$ cat config.mk
export PLATFORM = sky130hd
export DESIGN_NAME = sevenseg_capture
export DESIGN_NICKNAME = d
export VERILOG_FILES = /design/src/rtl/sevenseg_pkg.sv /design/src/rtl/sevenseg_decode.sv /design/src/rtl/sevenseg_capture.sv
export SDC_FILE = /design/constraint.sdc
export NUM_CORES = 1
export LEC_CHECK = 0
export ABC_AREA = 1
export BUFFER_PORTS_ARGS = -buffer_cell sky130_fd_sc_hd__buf_4
export CAP_MARGIN = 20
export CORE_AREA = 2 2 79 81
export CTS_BUF_LIST = sky130_fd_sc_hd__clkbuf_8
export CTS_CLUSTER_SIZE = 10
export DETAILED_ROUTE_END_ITERATION = 8
export DIE_AREA = 0 0 81 83
export GPL_TIMING_DRIVEN = 0
export HOLD_SLACK_MARGIN = 0.15
export PLACE_DENSITY = 0.84
export SYNTH_ARGS = -nofsm -noshare
export SYNTH_HDL_FRONTEND = slang
export SYNTH_HIERARCHICAL = 1
export SYNTH_SLANG_ARGS = --single-unit
$ cat constraint.sdc
create_clock -name clock -period 2.01 [get_ports clock]
set_input_delay 0.402 -clock clock [delete_from_list [all_inputs] [get_ports clock]]
set_output_delay 0.402 -clock clock [all_outputs]
set_load 0.05 [all_outputs]
$ cat src/rtl/sevenseg_pkg.sv
// Shared types and the active-low hex font (bit 0 = segment a .. bit 6 = segment g)
// for the seven-segment capture block.
package sevenseg_pkg;

    typedef logic [6:0] seg_t;
    typedef logic [3:0] nibble_t;

    typedef enum logic [1:0] {
        ST_WAIT     = 2'd0,
        ST_SETTLE   = 2'd1,
        ST_CAPTURED = 2'd2
    } scan_state_t;

    localparam seg_t SEG_0     = 7'b1000000;
    localparam seg_t SEG_1     = 7'b1111001;
    localparam seg_t SEG_2     = 7'b0100100;
    localparam seg_t SEG_3     = 7'b0110000;
    localparam seg_t SEG_4     = 7'b0011001;
    localparam seg_t SEG_5     = 7'b0010010;
    localparam seg_t SEG_6     = 7'b0000010;
    localparam seg_t SEG_7     = 7'b1111000;
    localparam seg_t SEG_8     = 7'b0000000;
    localparam seg_t SEG_9     = 7'b0010000;
    localparam seg_t SEG_A     = 7'b0001000;
    localparam seg_t SEG_B     = 7'b0000011;
    localparam seg_t SEG_C     = 7'b1000110;
    localparam seg_t SEG_D     = 7'b0100001;
    localparam seg_t SEG_E     = 7'b0000110;
    localparam seg_t SEG_F     = 7'b0001110;
    localparam seg_t SEG_BLANK = 7'b1111111;

endpackage

$ cat src/rtl/sevenseg_decode.sv
// Inverse of the hex font: maps an active-low glyph back to its nibble,
// flagging anything outside the font (blank included) as invalid.
module sevenseg_decode
    import sevenseg_pkg::*;
(
    input  seg_t    seg,
    output nibble_t nibble,
    output logic    valid
);

    // Glyph lookup; unknown patterns decode to zero with valid low
    always_comb begin
        nibble = 4'h0;
        valid  = 1'b1;
        case (seg)
            SEG_0:     nibble = 4'h0;
            SEG_1:     nibble = 4'h1;
            SEG_2:     nibble = 4'h2;
            SEG_3:     nibble = 4'h3;
            SEG_4:     nibble = 4'h4;
            SEG_5:     nibble = 4'h5;
            SEG_6:     nibble = 4'h6;
            SEG_7:     nibble = 4'h7;
            SEG_8:     nibble = 4'h8;
            SEG_9:     nibble = 4'h9;
            SEG_A:     nibble = 4'hA;
            SEG_B:     nibble = 4'hB;
            SEG_C:     nibble = 4'hC;
            SEG_D:     nibble = 4'hD;
            SEG_E:     nibble = 4'hE;
            SEG_F:     nibble = 4'hF;
            SEG_BLANK: valid  = 1'b0;
            default:   valid  = 1'b0;
        endcase
    end

endmodule

$ cat src/rtl/sevenseg_capture.sv
// Reads a multiplexed active-low seven-segment bus back into a hex value and
// presents each completed multi-digit frame on a valid/ready interface.
module sevenseg_capture
    import sevenseg_pkg::*;
#(
    parameter  int NDIGITS       = 4,
    parameter  int STABLE_CYCLES = 8,
    localparam int CNT_W         = $clog2(STABLE_CYCLES + 1)
) (
    input  logic                   clock,
    input  logic                   n_reset,
    input  seg_t                   seg,
    input  logic [NDIGITS-1:0]     an,
    output logic [4*NDIGITS-1:0]   value,
    output logic [NDIGITS-1:0]     digit_err,
    output logic                   out_valid,
    input  logic                   out_ready,
    output logic                   overrun
);

    seg_t                  seg_meta_r, seg_sync_r;
    logic [NDIGITS-1:0]    an_meta_r, an_sync_r;
    logic [NDIGITS+6:0]    pair_prev_r;
    logic [CNT_W-1:0]      cnt_r;
    scan_state_t           st_r;
    logic [NDIGITS-1:0]    seen_r;
    logic [4*NDIGITS-1:0]  slot_val_r;
    logic [NDIGITS-1:0]    slot_err_r;
    logic [4*NDIGITS-1:0]  value_r;
    logic [NDIGITS-1:0]    digit_err_r;
    logic                  out_valid_r;
    logic                  overrun_r;

    logic [NDIGITS+6:0]    pair_s;
    logic                  same_s;
    logic                  reach_s;
    logic                  one_cold_s;
    logic [NDIGITS-1:0]    low_s;
    logic [CNT_W-1:0]      cnt_next_s;
    scan_state_t           st_next_s;
    logic                  capture_s;
    logic [NDIGITS-1:0]    cap_mask_s;
    logic                  frame_done_s;
    nibble_t               dec_nib_s;
    logic                  dec_ok_s;

    sevenseg_decode u_decode (
        .seg    (seg_sync_r),
        .nibble (dec_nib_s),
        .valid  (dec_ok_s)
    );

    // Two-flop synchronizers for the asynchronous display lines
    always_ff @(posedge clock) begin
        if (!n_reset) begin
            seg_meta_r <= 7'd0;
            seg_sync_r <= 7'd0;
            an_meta_r  <= '0;
            an_sync_r  <= '0;
        end else begin
            seg_meta_r <= seg;
            seg_sync_r <= seg_meta_r;
            an_meta_r  <= an;
            an_sync_r  <= an_meta_r;
        end
    end

    // Stability tracking of the synchronized {an, seg} pair
    always_comb begin
        pair_s     = {an_sync_r, seg_sync_r};
        same_s     = (pair_s == pair_prev_r);
        low_s      = ~an_sync_r;
        one_cold_s = (low_s != '0) && ((low_s & (low_s - NDIGITS'(1))) == '0);
        reach_s    = same_s && (cnt_r == CNT_W'(STABLE_CYCLES - 1));
        if (!same_s) begin
            cnt_next_s = CNT_W'(1);
        end else if (cnt_r == CNT_W'(STABLE_CYCLES)) begin
            cnt_next_s = cnt_r;
        end else begin
            cnt_next_s = cnt_r + CNT_W'(1);
        end
    end

    // Scan-slot state machine; capture fires on the transition into CAPTURED only
    always_comb begin
        st_next_s  = st_r;
        capture_s  = 1'b0;
        case (st_r)
            ST_WAIT, ST_SETTLE: begin
                if (!one_cold_s) begin
                    st_next_s = ST_WAIT;
                end else if (reach_s) begin
                    st_next_s = ST_CAPTURED;
                    capture_s = 1'b1;
                end else begin
                    st_next_s = ST_SETTLE;
                end
            end
            ST_CAPTURED: begin
                if (same_s) begin
                    st_next_s = ST_CAPTURED;
                end else if (!one_cold_s) begin
                    st_next_s = ST_WAIT;
                end else begin
                    st_next_s = ST_SETTLE;
                end
            end
            default: st_next_s = ST_WAIT;
        endcase
        cap_mask_s   = capture_s ? low_s : '0;
        frame_done_s = &seen_r;
    end

    // Counter, previous pair and FSM state registers
    always_ff @(posedge clock) begin
        if (!n_reset) begin
            pair_prev_r <= '0;
            cnt_r       <= '0;
            st_r        <= ST_WAIT;
        end else begin
            pair_prev_r <= pair_s;
            cnt_r       <= cnt_next_s;
            st_r        <= st_next_s;
        end
    end

    // Slot storage; a capture and a frame completion never share a cycle
    always_ff @(posedge clock) begin
        if (!n_reset) begin
            seen_r     <= '0;
            slot_val_r <= '0;
            slot_err_r <= '0;
        end else begin
            seen_r <= (frame_done_s ? '0 : seen_r) | cap_mask_s;
            for (int k = 0; k < NDIGITS; k++) begin
                if (cap_mask_s[k]) begin
                    slot_val_r[4*k +: 4] <= dec_nib_s;
                    slot_err_r[k]        <= ~dec_ok_s;
                end
            end
        end
    end

    // Output frame register and handshake; overrun is sticky until reset
    always_ff @(posedge clock) begin
        if (!n_reset) begin
            value_r     <= '0;
            digit_err_r <= '0;
            out_valid_r <= 1'b0;
            overrun_r   <= 1'b0;
        end else if (frame_done_s) begin
            value_r     <= slot_val_r;
            digit_err_r <= slot_err_r;
            out_valid_r <= 1'b1;
            if (out_valid_r && !out_ready) begin
                overrun_r <= 1'b1;
            end
        end else if (out_valid_r && out_ready) begin
            out_valid_r <= 1'b0;
        end
    end

    assign value     = value_r;
    assign digit_err = digit_err_r;
    assign out_valid = out_valid_r;
    assign overrun   = overrun_r;

endmodule

---- Yosys cells after proc, flatten, opt, wreduce, memory -nomap -nowiden ----
Cells that the tools add are included.
storage, ports and cells
  output and inout port bits .............. 22
  input bits .............................. 14
  logic and storage cells ................. 79
  register bits ........................... 85
operators by class
  $add $sub $neg .......................... 2
  reductions and logical operators ........ 15
  equality and inequality tests ........... 21
  mux-type cells .......................... 16
  bitwise gates (word level) .............. 4
operators by type and width
  operator                                              number
  one-hot mux 4 bit (15 select lines)                   1
  equality test 7 bit (second input constant)           4
  equality test 7 x 5 -> 1 bit (second input constant)  3
  equality test 7 x 6 -> 1 bit (second input constant)  3
  OR reduction 16 bit                                   1
  equality test 7 x 2 -> 1 bit (second input constant)  2
  equality test 7 x 4 -> 1 bit (second input constant)  2
  equality test 11 bit                                  1
  two-way mux 1 bit                                     9
  two-way mux 4 bit                                     2
  equality test 7 x 3 -> 1 bit (second input constant)  1
  logical NOT 7 bit                                     1
  two-way mux 2 bit                                     3
  AND reduction 5 bit                                   1
  adder 4 x 1 -> 4 bit (second input constant)          1
  bitwise AND 4 bit                                     1
  equality test 4 x 3 -> 1 bit (second input constant)  1
  equality test 4 bit (second input constant)           1
  logical AND 1 bit                                     4
  logical NOT 4 bit                                     1
  inverter 4 bit                                        1
  OR 4 bit                                              1
  one-hot mux 2 bit (2 select lines)                    1
  AND reduction 4 bit                                   1
  11 further kinds                                      11

---- Depth between registers and ports, before layout ----
  depth in word-level cells ............... 9
  gate-level depth with buffers ........... 12
  depth with buffers taken out ............ 11

---- Modules after synthesis ----
Netlist, hierarchy kept.
by module, submodules not included
  module            cells each  times used  seq. area each (um^2)  area each (um^2)
  sevenseg_capture  417         1           1701.6                 3176.8
  sevenseg_decode   73          1           0.0                    337.8

---- Least setup slack after synthesis ----
Ideal clock, no wire load.
  kind .................................... reg2reg
  from .................................... reg cnt_r[1]
  to ...................................... reg slot_val_r[13]
  setup slack ............................. 0.565 ns
  path buffers ............................ 1
  setup time .............................. 0.113 ns
  period minus slack after synthesis ...... 1.445 ns
  arrival ................................. 1.332 ns
  required time ........................... 1.897 ns
  stages on the path, launching flop included .. 8
  path through ............................ dfxtp_1 > ha_1 > nand2_1 > nor2_1 > nand4_2 > buf_6 > nor2_1 > nor2_1
on the way
  longest elaborated chain between the ends .. 6
RTL lines
  item                             RTL line                 RTL
  from (decl)                      sevenseg_capture.sv:24   logic [CNT_W-1:0] cnt_r;
  from (signal assigned)           sevenseg_capture.sv:122  cnt_r <= cnt_next_s;
  equality test 4 x 3 -> 1 bit     sevenseg_capture.sv:74   reach_s = same_s && (cnt_r == CNT_W'(STABLE_CYCLES - 1));
  logical AND 1 bit                sevenseg_capture.sv:74
  two-way mux 1 bit                sevenseg_capture.sv:92   end else if (reach_s) begin
  two-way mux 1 bit                sevenseg_capture.sv:90   if (!one_cold_s) begin
  two-way mux 1 bit                sevenseg_capture.sv:88   case (st_r)
  two-way mux 4 bit                sevenseg_capture.sv:110  cap_mask_s = capture_s ? low_s : '0;
  to (signal, indexed assignment)  sevenseg_capture.sv:137  slot_val_r[4*k +: 4] <= dec_nib_s;
  to (decl)                        sevenseg_capture.sv:27   logic [4*NDIGITS-1:0] slot_val_r;
No other way between the ends.
A chain may end at the register's enable or synchronous reset.

---- Worst setup path after layout ----
  from .................................... reg cnt_r[1]
  to ...................................... reg slot_val_r[7]
The elaborated chain is that of the path after synthesis.

==> results.tsv <==
stage	metric	value	unit
layout	layout cells sized above 1	0.150	
layout	footprint of the multi-input gates	1390	sq um
run	maxcap violations	0	
critical_path	largest delay contributor family on the critical path	simple AND/OR/NAND/NOR gates	
worst_hold_path	Hold WC Path Type	primary input to flip-flop	
global_routing	gr ovfl total	0	
clocking	Setup Buffers After CTS	0	
yosys	post-synthesis sequential area ratio	0.484	
clocking	CTS max path bufs	2	
power	Cell Pwr Density	796	nW/um^2
sta	post-route clock period utilization	0.892	
critical_path	CP Capture Type	flip-flop	
critical_path	crit path cell chain	ha_1, nand2_1, nor2_1, nand4_2, buf_6, nand2_1, nand2_1, nor2_1	
sta	Worst Tran Pin Value	579	ps
yosys	synth top area cells	dfxtp_1, nand2_1, inv_1	
floorplan	# IOs	36	
clocking	CTS tree	done	
placement	Area after DPL	3860	sq um
power	P_leak	2.30	nW
route	First DRT Iteration DRCs	261	
sta	RSZ-0062 raised after global routing	false	
placement	placed insts	599	
global_routing	first-pass GRT wire length	12.4	mm
sta	post-layout min period	1790	ps
sta	Final Skew	10.3	ps
placement	global placer's final weighted congestion	0.822	
status	status	finished, final reports clean	
yosys	Synth cell types	29	
sta	Max Clock Freq	558	MHz
floorplan	cell row count	28	
route	first drt pass iteration count	5	
clocking	TritonCTS Sinks	85	
critical_path	critical path peak fanout	10	
floorplan	die footprint	6720	sq um
placement	post-place setup slack	333	ps
power	Final Power	3.25	mW
global_routing	largest net degree at the start of global routing	16	
clocking	H-tree levels	3	
global_routing	initial antenna violation count	0	
yosys	area of the mapped netlist	3510	sq um
yosys	Yosys reg bits	85	
clocking	clk slew on worst S/H paths	80	ps
critical_path	slowest CP cell	nor2_1	
route	via count	3053	
yosys	leading area contributor after synthesis	dfxtp_1	
yosys	Gate Count Post-Synth	490	
yosys	Synth Area per Inst	7.17	sq um
floorplan	die boundary width	81	um
route	Final ANT Viol Nets	0	
global_routing	GRT Resource Usage Total	0.237	
layout	Finished Layout Cells	615	
critical_path	Critical Path RT	2280	ps
route	drt wl/cell	12.1	um
global_routing	vias in the first global route	2839	
critical_path	cell mode on critical path	nand2_1	
power	peak supply drop	0.000798	V
clocking	cts hold-fix bufs	0	
critical_path	buffer and inverter count on the worst path	1	
yosys	area share of the largest cell type after synthesis	0.484	
sta	final hold slack	228	ps
critical_path	crit start category	flip-flop	
yosys	syn nets	506	
placement	IO Port Bufs	34	
sta	final hold violation count	0	
sta	Setup Viol. Count Final	0	
layout	design area	4080	sq um
route	drt via density	4.96	
sta	post-route setup TNS	0	ps
critical_path	slowest stage delay, CP	430	ps
sta	Slew Viols, Final	0	
sta	Slew Limit Headroom	0.614	
clocking	cts repair resizes	0	
yosys	Syn. warnings	6	
clocking	CTS buffer count	9	
clocking	clock root buffer	clkbuf_8	
clocking	clk_lat worst skew	350	ps
floorplan	Die Y	83	um
placement	dpl hpwl	5.16	mm
floorplan	starting density of the core	0.604	
layout	# fillers	467	
layout	synthesis-to-layout area growth	16.2	%
route	DR DRC count	0	
sta	final setup margin	217	ps
route	Detailed Route WL	7.45	mm
layout	Final Core Density	0.702	
critical_path	crit path DAT	2070	ps
floorplan	core area	5820	sq um
layout	register area	1700	sq um
layout	Nets	551	
critical_path	WS Path Type	flip-flop to flip-flop	
layout	ANT cells	0	
kinds of logic (layout without fill, tap and decap cells):
logic type                 Yosys count  in the layout  synth area share
AOI/OAI and AO/OA                   53             53            0.0769
xor gates and xnor gates             7              7            0.0174
adders and majority gates            2              2           0.00712
buffers and inverters              105            155             0.122
DFF                                 85             85             0.484
and+or+nand+nor                    238            238             0.293
worst min-delay path: stages:
cell,delay [ps]
buf_4,70
nand2_1,40
inv_1,40
report_power, final:
part           internal (mW)  switching, mW
Sequential              1.71         0.0239
Clock                  0.704          0.615
Combinational         0.0678          0.127
Yosys cell counts, drive strengths merged:
master  count
xor2        7
ha          2
clkbuf      8
and2        1
nand3       6
buf         9
a21oi      28
o21ai      24
nand4       8
nor3        3
inv        88
dfxtp      85
a31oi       1
nand2     148
nand2b      1
nor2       71
worst paths after layout:
check | start | endpoint | slack [ps] | cells after the start
max | cnt_r[1] | slot_val_r[7] | 220 | 8
min | seg[2] | seg_meta_r[2] | 230 | 3
max reg2reg | cnt_r[1] | slot_val_r[7] | 220 | 8
min reg2reg | seg_meta_r[2] | seg_sync_r[2] | 420 | 2
state kept, by name, summed over array words and instances, names as in the netlist:
register	flops
slot_val_r	16
value	16
pair_prev_r	11
seg_meta_r	7
seg_sync_r	7
an_meta_r	4
an_sync_r	4
cnt_r	4
digit_err	4
seen_r	4
slot_err_r	4
st_r	2
out_valid	1
overrun	1
per-layer routing:
layer  global-route usage  part of all wire  up-vias
met1                0.291              0.44     1399
met2                0.409              0.50       83
met4               0.0909             0.021        0
li1                     -                 -     1553
met3               0.0359             0.044       18
met5                    0                 0        -
cell type report:
| class | count | share of cell area |
|---|---|---|
| sequential | 85 | 0.417 |
| timing repair buffer | 34 | 0.0625 |
| buffer | 17 | 0.0239 |
| clock inverter | 7 | 0.0233 |
| multi-input combinational | 300 | 0.339 |
| inverter | 88 | 0.0809 |
| tap | 75 | 0.0230 |
| clock buffer | 9 | 0.0303 |
cells in the final DEF (no fill, tap or decap):
cell        count
a21oi_1        28
a31oi_1         1
and2_1          1
buf_1           2
buf_2           3
buf_4          34
buf_6           4
bufinv_16       2
clkbuf_1        8
clkbuf_8        9
clkinv_2        2
clkinvlp_4      1
dfxtp_1        85
ha_1            2
inv_1          83
inv_2           5
inv_6           2
nand2_1       143
nand2_2         4
nand2_4         1
nand2b_1        1
nand3_1         5
nand3_2         1
nand4_1         4
nand4_2         4
nor2_1         64
nor2_2          3
nor2_4          3
nor2_8          1
nor3_1          2
nor3_2          1
o21ai_0        22
o21ai_1         1
o21ai_2         1
xor2_1          7
No activity file was read; power rests on OpenSTA's default activity.
